**config.mk**
```make
export PLATFORM = sky130hd
export DESIGN_NAME = reg_scoreboard
export DESIGN_NICKNAME = d
export VERILOG_FILES = /design/src/rtl/reg_scoreboard.sv
export SDC_FILE = /design/constraint.sdc
export NUM_CORES = 1
export LEC_CHECK = 0
export CAP_MARGIN = 40
export CORE_UTILIZATION = 60
export DETAILED_ROUTE_END_ITERATION = 6
export DONT_BUFFER_PORTS = 1
export PLACE_DENSITY = 0.74
export SYNTH_ARGS = -nofsm -noshare
export SYNTH_HDL_FRONTEND = slang
export SYNTH_SLANG_ARGS = --single-unit
export TNS_END_PERCENT = 100
```
**constraint.sdc**
```tcl
create_clock -name clk -period 4.85 [get_ports clk]
set_input_delay 0.7275 -clock clk [delete_from_list [all_inputs] [get_ports clk]]
set_output_delay 0.7275 -clock clk [all_outputs]
set_load 0.01 [all_outputs]
```
**src/rtl/reg_scoreboard.sv**
```systemverilog
// Register scoreboard: per-register outstanding-write counters that gate
// instruction issue on RAW hazards and on counter overflow (WAW depth).
module reg_scoreboard #(
  parameter int CNT_W = 2
) (
  input  logic        clk,
  input  logic        rst,
  input  logic        iss_valid,
  input  logic [3:0]  iss_src1,
  input  logic [3:0]  iss_src2,
  input  logic        iss_use1,
  input  logic        iss_use2,
  input  logic [3:0]  iss_dst,
  input  logic        iss_we,
  input  logic        wb_valid,
  input  logic [3:0]  wb_reg,
  input  logic        flush,
  output logic        iss_ready,
  output logic [15:0] pending,
  output logic [15:0] stall_cnt
);

  localparam logic [CNT_W-1:0] CNT_MAX = {CNT_W{1'b1}};

  logic [CNT_W-1:0] cnt [16];
  logic             raw_hazard;
  logic             waw_ovf;
  logic             issue_fire;
  logic             retire_fire;
  logic             stall;

  // Saturating increment for the stall counter.
  function automatic logic [15:0] sat_inc16(input logic [15:0] v);
    sat_inc16 = (v == 16'hFFFF) ? v : v + 16'd1;
  endfunction

  // Pending bits decode straight from the counter registers; R0 never counts.
  always_comb begin
    pending = '0;
    for (int r = 1; r < 16; r++) begin
      pending[r] = (cnt[r] != '0);
    end
  end

  // Issue decision uses only pre-edge state and issue-side inputs, so a
  // same-cycle writeback cannot release a waiting reader.
  always_comb begin
    raw_hazard  = (iss_use1 & pending[iss_src1]) | (iss_use2 & pending[iss_src2]);
    waw_ovf     = iss_we & (iss_dst != 4'd0) & (cnt[iss_dst] == CNT_MAX);
    iss_ready   = iss_valid & ~rst & ~flush & ~raw_hazard & ~waw_ovf;
    issue_fire  = iss_ready & iss_we & (iss_dst != 4'd0);
    retire_fire = wb_valid & (wb_reg != 4'd0) & (cnt[wb_reg] != '0);
    stall       = iss_valid & ~iss_ready & ~flush;
  end

  // Counter update: reset beats flush beats issue/retire; a same-register
  // issue and retire in one cycle cancel out.
  always_ff @(posedge clk) begin
    if (rst || flush) begin
      for (int r = 0; r < 16; r++) begin
        cnt[r] <= '0;
      end
    end else begin
      cnt[0] <= '0;
      for (int r = 1; r < 16; r++) begin
        if (issue_fire && (iss_dst == 4'(r)) && !(retire_fire && (wb_reg == 4'(r)))) begin
          cnt[r] <= cnt[r] + 1'b1;
        end else if (retire_fire && (wb_reg == 4'(r)) && !(issue_fire && (iss_dst == 4'(r)))) begin
          cnt[r] <= cnt[r] - 1'b1;
        end
      end
    end
  end

  // Stall cycle counter; flush cycles are excluded and the count saturates.
  always_ff @(posedge clk) begin
    if (rst) begin
      stall_cnt <= '0;
    end else if (stall) begin
      stall_cnt <= sat_inc16(stall_cnt);
    end
  end

endmodule

```
**Word level (Yosys, flattened, before mapping)**

Memories as Yosys holds them, arrays and structs flattened.
Cells that the tools add are included.

- Add/sub/neg operators: 31
- Divide/modulo/power cells: 0
- Bitwise gates (word level): 52
- $mul: 0
- Shift operators: 0
- Mux-type cells: 143
- Magnitude comparators: 2
- Reductions and logical operators: 110
- Eq/ne operators: 32

Operators with widths:

| cell | count |
|---|---|
| 2-to-1 mux 1 bit | 110 |
| equality test 4 bit (second input constant) | 16 |
| 2-to-1 mux 2 bit | 31 |
| logical AND 1 bit | 60 |
| equality test 4 x 3 -> 1 bit (second input constant) | 8 |
| bitwise OR 1 bit | 32 |
| nonzero test 2 bit | 16 |
| adder 2 x 1 -> 2 bit (second input constant) | 15 |
| logical NOT 1 bit | 30 |
| subtractor 2 x 1 -> 2 bit (second input constant) | 15 |
| adder 16 x 1 -> 16 bit (second input constant) | 1 |
| equality test 16 bit (second input constant) | 1 |
| equality test 4 x 2 -> 1 bit (second input constant) | 4 |
| bitwise AND 1 bit | 14 |
| < comparator 4 x 5 -> 1 bit (second input constant) | 2 |
| binary-select mux 1 bit (select 4 bit) | 2 |
| equality test 4 x 1 -> 1 bit (second input constant) | 2 |
| nonzero test 4 bit | 2 |
| NOT 1 bit | 6 |
| equality test 2 bit (second input constant) | 1 |
| AND reduction 2 bit | 1 |
| logical OR 1 bit | 1 |

- ROM bits: 0
- Latch bits: 0
- Memories kept: 1
- Flip-flop bits (word level): 16
- Memory bits (writable): 32
- Bits of input ports: 24
- Output and inout port bits: 33
- Logic and storage cells: 372

Memories:

| memory | words | bits a word | rd ports | clocked after Yosys merged registers in | write ports | RTL line | text |
|---|---|---|---|---|---|---|---|
| cnt | 16 | 2 | 17 | 0 | 16 | 25 | `logic [CNT_W-1:0] cnt [16];` |

**Depth between registers and ports, before layout**

An unclocked memory read counts as a cell.

- Depth after elaboration: 19
- Depth in mapped cells: 13
- Gate-level depth less buffers: 10

**Least setup slack after synthesis**

No wires, ideal clock.

- Path type: input port to output port
- From: in iss_dst[1]
- To: out iss_ready
- Slack: 1,479 ps
- Buffers on the path: 4
- Required time: 4,123 ps
- Stages: 10
- Arrival: 2,644 ps
- Path through: buf_2 mux2_2 a221o_1 a32oi_1 a21oi_2 a211o_1 buf_6 inv_2 buf_4 buf_2

- Cells in the longest elaborated chain, start to end: 5
- Elaborated cells between the ends (all ways): 7
- Classes of those cells: eq/ne (1); bitwise (4); reduce/logical (1); memory (1)

RTL lines:

| what | RTL line | text |
|---|---|---|
| start, declared | 13 | `input logic [3:0] iss_dst,` |
| memory (16 x 2 bit) / nonzero test 4 bit (equally long branches) | -- |  |
| equality test 2 bit / bitwise AND 1 bit (equally long branches) | 49 | `waw_ovf = iss_we & (iss_dst != 4'd0) & (cnt[iss_dst] == CNT_MAX);` |
| bitwise AND 1 bit (*) | 49 |  |
| NOT 1 bit (*) | 50 | `iss_ready = iss_valid & ~rst & ~flush & ~raw_hazard & ~waw_ovf;` |
| bitwise AND 1 bit (*) | 50 |  |
| end, declared | 18 | `output logic iss_ready,` |

Mark *: on every way between the ends. The rest lies on a longest branch, timed or not.

==> summary.txt <==
Clock tree
  • PostCTS Resize Cnt: 0
  • CTS root buffer: clkbuf_8
  • Clock sink count: 46
  • CTS Buf Count: 5
  • TritonCTS clock tree: yes
  • Clock Tree Buf Depth: 2
  • Clock latency on the worst-skew pair: 310 ps
  • H-tree depth: 2
  • Post-CTS Hold Buffers: 0
  • Postcts setup bufs: 0
  • CTS clock-pin slew for the worst setup and hold paths: 90 ps

Logic synthesis
  • Syn Nets: 472
  • Ys flop type: edfxtp_1
  • Seq cells post-synth: 46
  • Ys async rst share: 0%
  • Distinct cells, synth: 62
  • Cell area after synthesis: 0.003789 mm²
  • Post-synthesis sequential area ratio: 32.23%
  • Yosys Warn Count: 0
  • Synth Instances: 446
  • Synthesized area per cell: 8.495 µm²
  • Post-synth EDFFs: 30

Setup path
  • Worst setup EP type: primary output
  • Crit path max fanout: 53
  • WP data required: 4120 ps
  • Worst EP arrival: 3120 ps
  • Startpoint types: flop
  • WS Path Type: flop to primary output

Routing
  • Routed Antenna Nets: 0
  • Wire per inst: 20.47 µm
  • 1st-pass router iterations: 6
  • Iter 0 DRT Violations: 460
  • Routed wire length: 10.28 mm
  • Via Count: 3588
  • DRC Markers: 0
  • Vias/cell: 7.147

STA
  • Unrepaired setup endpoints after global routing: false
  • Slew HR: 43.15%
  • Final Setup Violations: 0
  • Hold Fails Final Rpt: 0
  • FMAX: 0.2598 GHz
  • Final worst path period need: 3850 ps
  • Period utilization: 79.37%
  • Final setup TNS: 0 ps
  • Clock Skew: 6.707 ps
  • Pins Over Slew Limit: 0
  • Slew @ Worst Pin: 851.5 ps

Power
  • Pleak: 1.312 nW
  • Maximum VDD drop: 0.0001460 V
  • Pwr dens: 237.2 mW/mm²

Final layout
  • Share of cells above drive strength 1: 11.24%
  • Area grow syn2layout: 1.552%
  • NumNets Final: 452
  • Fill cells: 516
  • Fin util: 64.22%
  • Commonest non-fill, non-tap cells in the layout: nor2_1 (48), edfxtp_1 (30), nand3_1 (28)
  • Antenna fix cells: 0
  • Post-Layout Cell Count: 502
  • Commonest non-fill, non-tap cell in the layout: nor2_1

Placement
  • GPL Wtd Cong: 0.9443
  • Dpl hpwl: 7.609 mm
  • Inst Count DP: 494
  • I/O Buffers: 0

Global routing
  • Initial antenna violation count: 0
  • First-pass GRT wire length: 16.01 mm
  • Pin count of the biggest net entering global routing: 54
  • GRT Residual Overflow: 0
  • Total global-route track usage: 31.95%
  • Vias in the first global route: 3208

Floorplanning
  • Die area: 0.006637 mm²
  • IO Pins: 57
  • FP Rows: 28
  • Starting Density: 63.24%
  • Vert. Die Dim: 81.47 µm
  • Placeable Area: 0.005991 mm²
  • DIE WIDTH: 81.47 µm

Run
  • Max Cap Viol: 0

Run status
  • Status: finished, final reports clean

Min path
  • Hold WC Path Type: input pin to flop
-- routing by layer --
layer	track usage [%]	wire (µm)	part of all wire [%]
met1	40.75	4204	41
met2	51.83	4741	46
met3	7.778	1083	11
met4	12.50	245	2.4
met5	0	0	0
-- stage by stage --
step	total power, mW	hold WS, ps	worst slack (ps)	instance area, µm²
2_1_floorplan	0.6036	498.3	1479	3789
3_3_place_gp	0.6224	532.1	1243	3737
3_5_place_dp	0.6259	550.6	1142	3737
4_1_cts	0.9143	471.5	1056	3847
5_1_grt	0.9433	471.1	763.1	3847
6_report	0.9125	480.4	1000	3847
-- final timing paths --
| kind | start | slack [ps] | cells after the start | to |
|---|---|---|---|---|
| hold reg to reg | stall_cnt[10]$_SDFFE_PP0P_ | 560 | 2 | stall_cnt[10]$_SDFFE_PP0P_ |
| setup reg to reg | cnt[10][0]$_SDFFCE_PN0P_ | 1140 | 9 | cnt[6][1]$_SDFFCE_PN0P_ |
| setup / recovery | cnt[10][0]$_SDFFCE_PN0P_ | 1000 | 7 | iss_ready |
| hold / removal | rst | 480 | 1 | stall_cnt[3]$_SDFFE_PP0P_ |
-- synth_stat cells (5+ instances only) --
| master | number | area (µm²) |
|---|---|---|
| edfxtp_1 | 30 | 900.9 |
| a2111oi_0 | 5 | 43.79 |
| a21oi_1 | 19 | 95.09 |
| a31o_2 | 5 | 43.79 |
| nand4_1 | 22 | 137.6 |
| or4_1 | 8 | 60.06 |
| buf_2 | 8 | 40.04 |
| nor3_1 | 19 | 95.09 |
| nor4_1 | 6 | 37.54 |
| a31oi_1 | 7 | 43.79 |
| o31ai_1 | 6 | 45.04 |
| a211oi_1 | 8 | 60.06 |
| nand2_1 | 25 | 93.84 |
| nand2b_1 | 11 | 68.82 |
| mux2_2 | 6 | 67.56 |
| xor2_1 | 9 | 78.83 |
| mux2i_1 | 10 | 100.1 |
| a21o_1 | 5 | 37.54 |
| nor2b_1 | 12 | 75.07 |
| nor2_1 | 48 | 180.2 |
| dfxtp_1 | 16 | 320.3 |
| inv_1 | 18 | 67.56 |
| o21ai_0 | 7 | 35.03 |
| o211ai_1 | 5 | 37.54 |
| or3_1 | 10 | 62.56 |
| xnor2_1 | 5 | 43.79 |
| mux4_2 | 8 | 180.2 |
| nand3_1 | 28 | 140.1 |
| or2_2 | 10 | 62.56 |
| clkbuf_1 | 14 | 52.55 |
-- where the power goes --
group / total [mW] / internal, mW / switching, mW
clock network: 0.290 / 0.154 / 0.136
logic: 0.164 / 0.0617 / 0.102
registers: 0.458 / 0.435 / 0.0232
-- critical path, stage by stage (launching register included) --
cell and delay (ps):
edfxtp_1 450, nor2_1 270, inv_1 200, mux4_2 480, nand2_1 80, a31oi_1 160
a211o_1 470, inv_2 690
-- state kept, by name, summed over array words and instances (netlist names) --
signal / flops
stall_cnt: 16
cnt: 30
-- logic make-up (layout without fill, tap and decap cells) --
logic type / Yosys count / in the layout / share of synthesized area, %
AND/OR/NAND/NOR: 217 / 217 / 30.35
AO/OA/AOI/OAI: 94 / 94 / 18.16
buffers and inverters: 48 / 29 / 6.076
flip-flops: 46 / 46 / 32.23
multiplexers: 24 / 24 / 9.181
XOR/XNOR: 14 / 14 / 3.237
adder cells (fa/ha/maj): 2 / 2 / 0.6604
other: 1 / 1 / 0.09898
-- layout make-up --
class | count | area, µm² | area share (%)
clock inverters | 2 | 37.54 | 0.9756
well taps | 75 | 93.84 | 2.439
clock buffers | 6 | 72.57 | 1.886
inverters | 20 | 77.57 | 2.016
repair buffers | 1 | 7.507 | 0.1951
flip-flops and latches | 46 | 1221 | 31.74
multi-input cells | 352 | 2337 | 60.75
No activity file was read; power rests on OpenSTA's default activity.
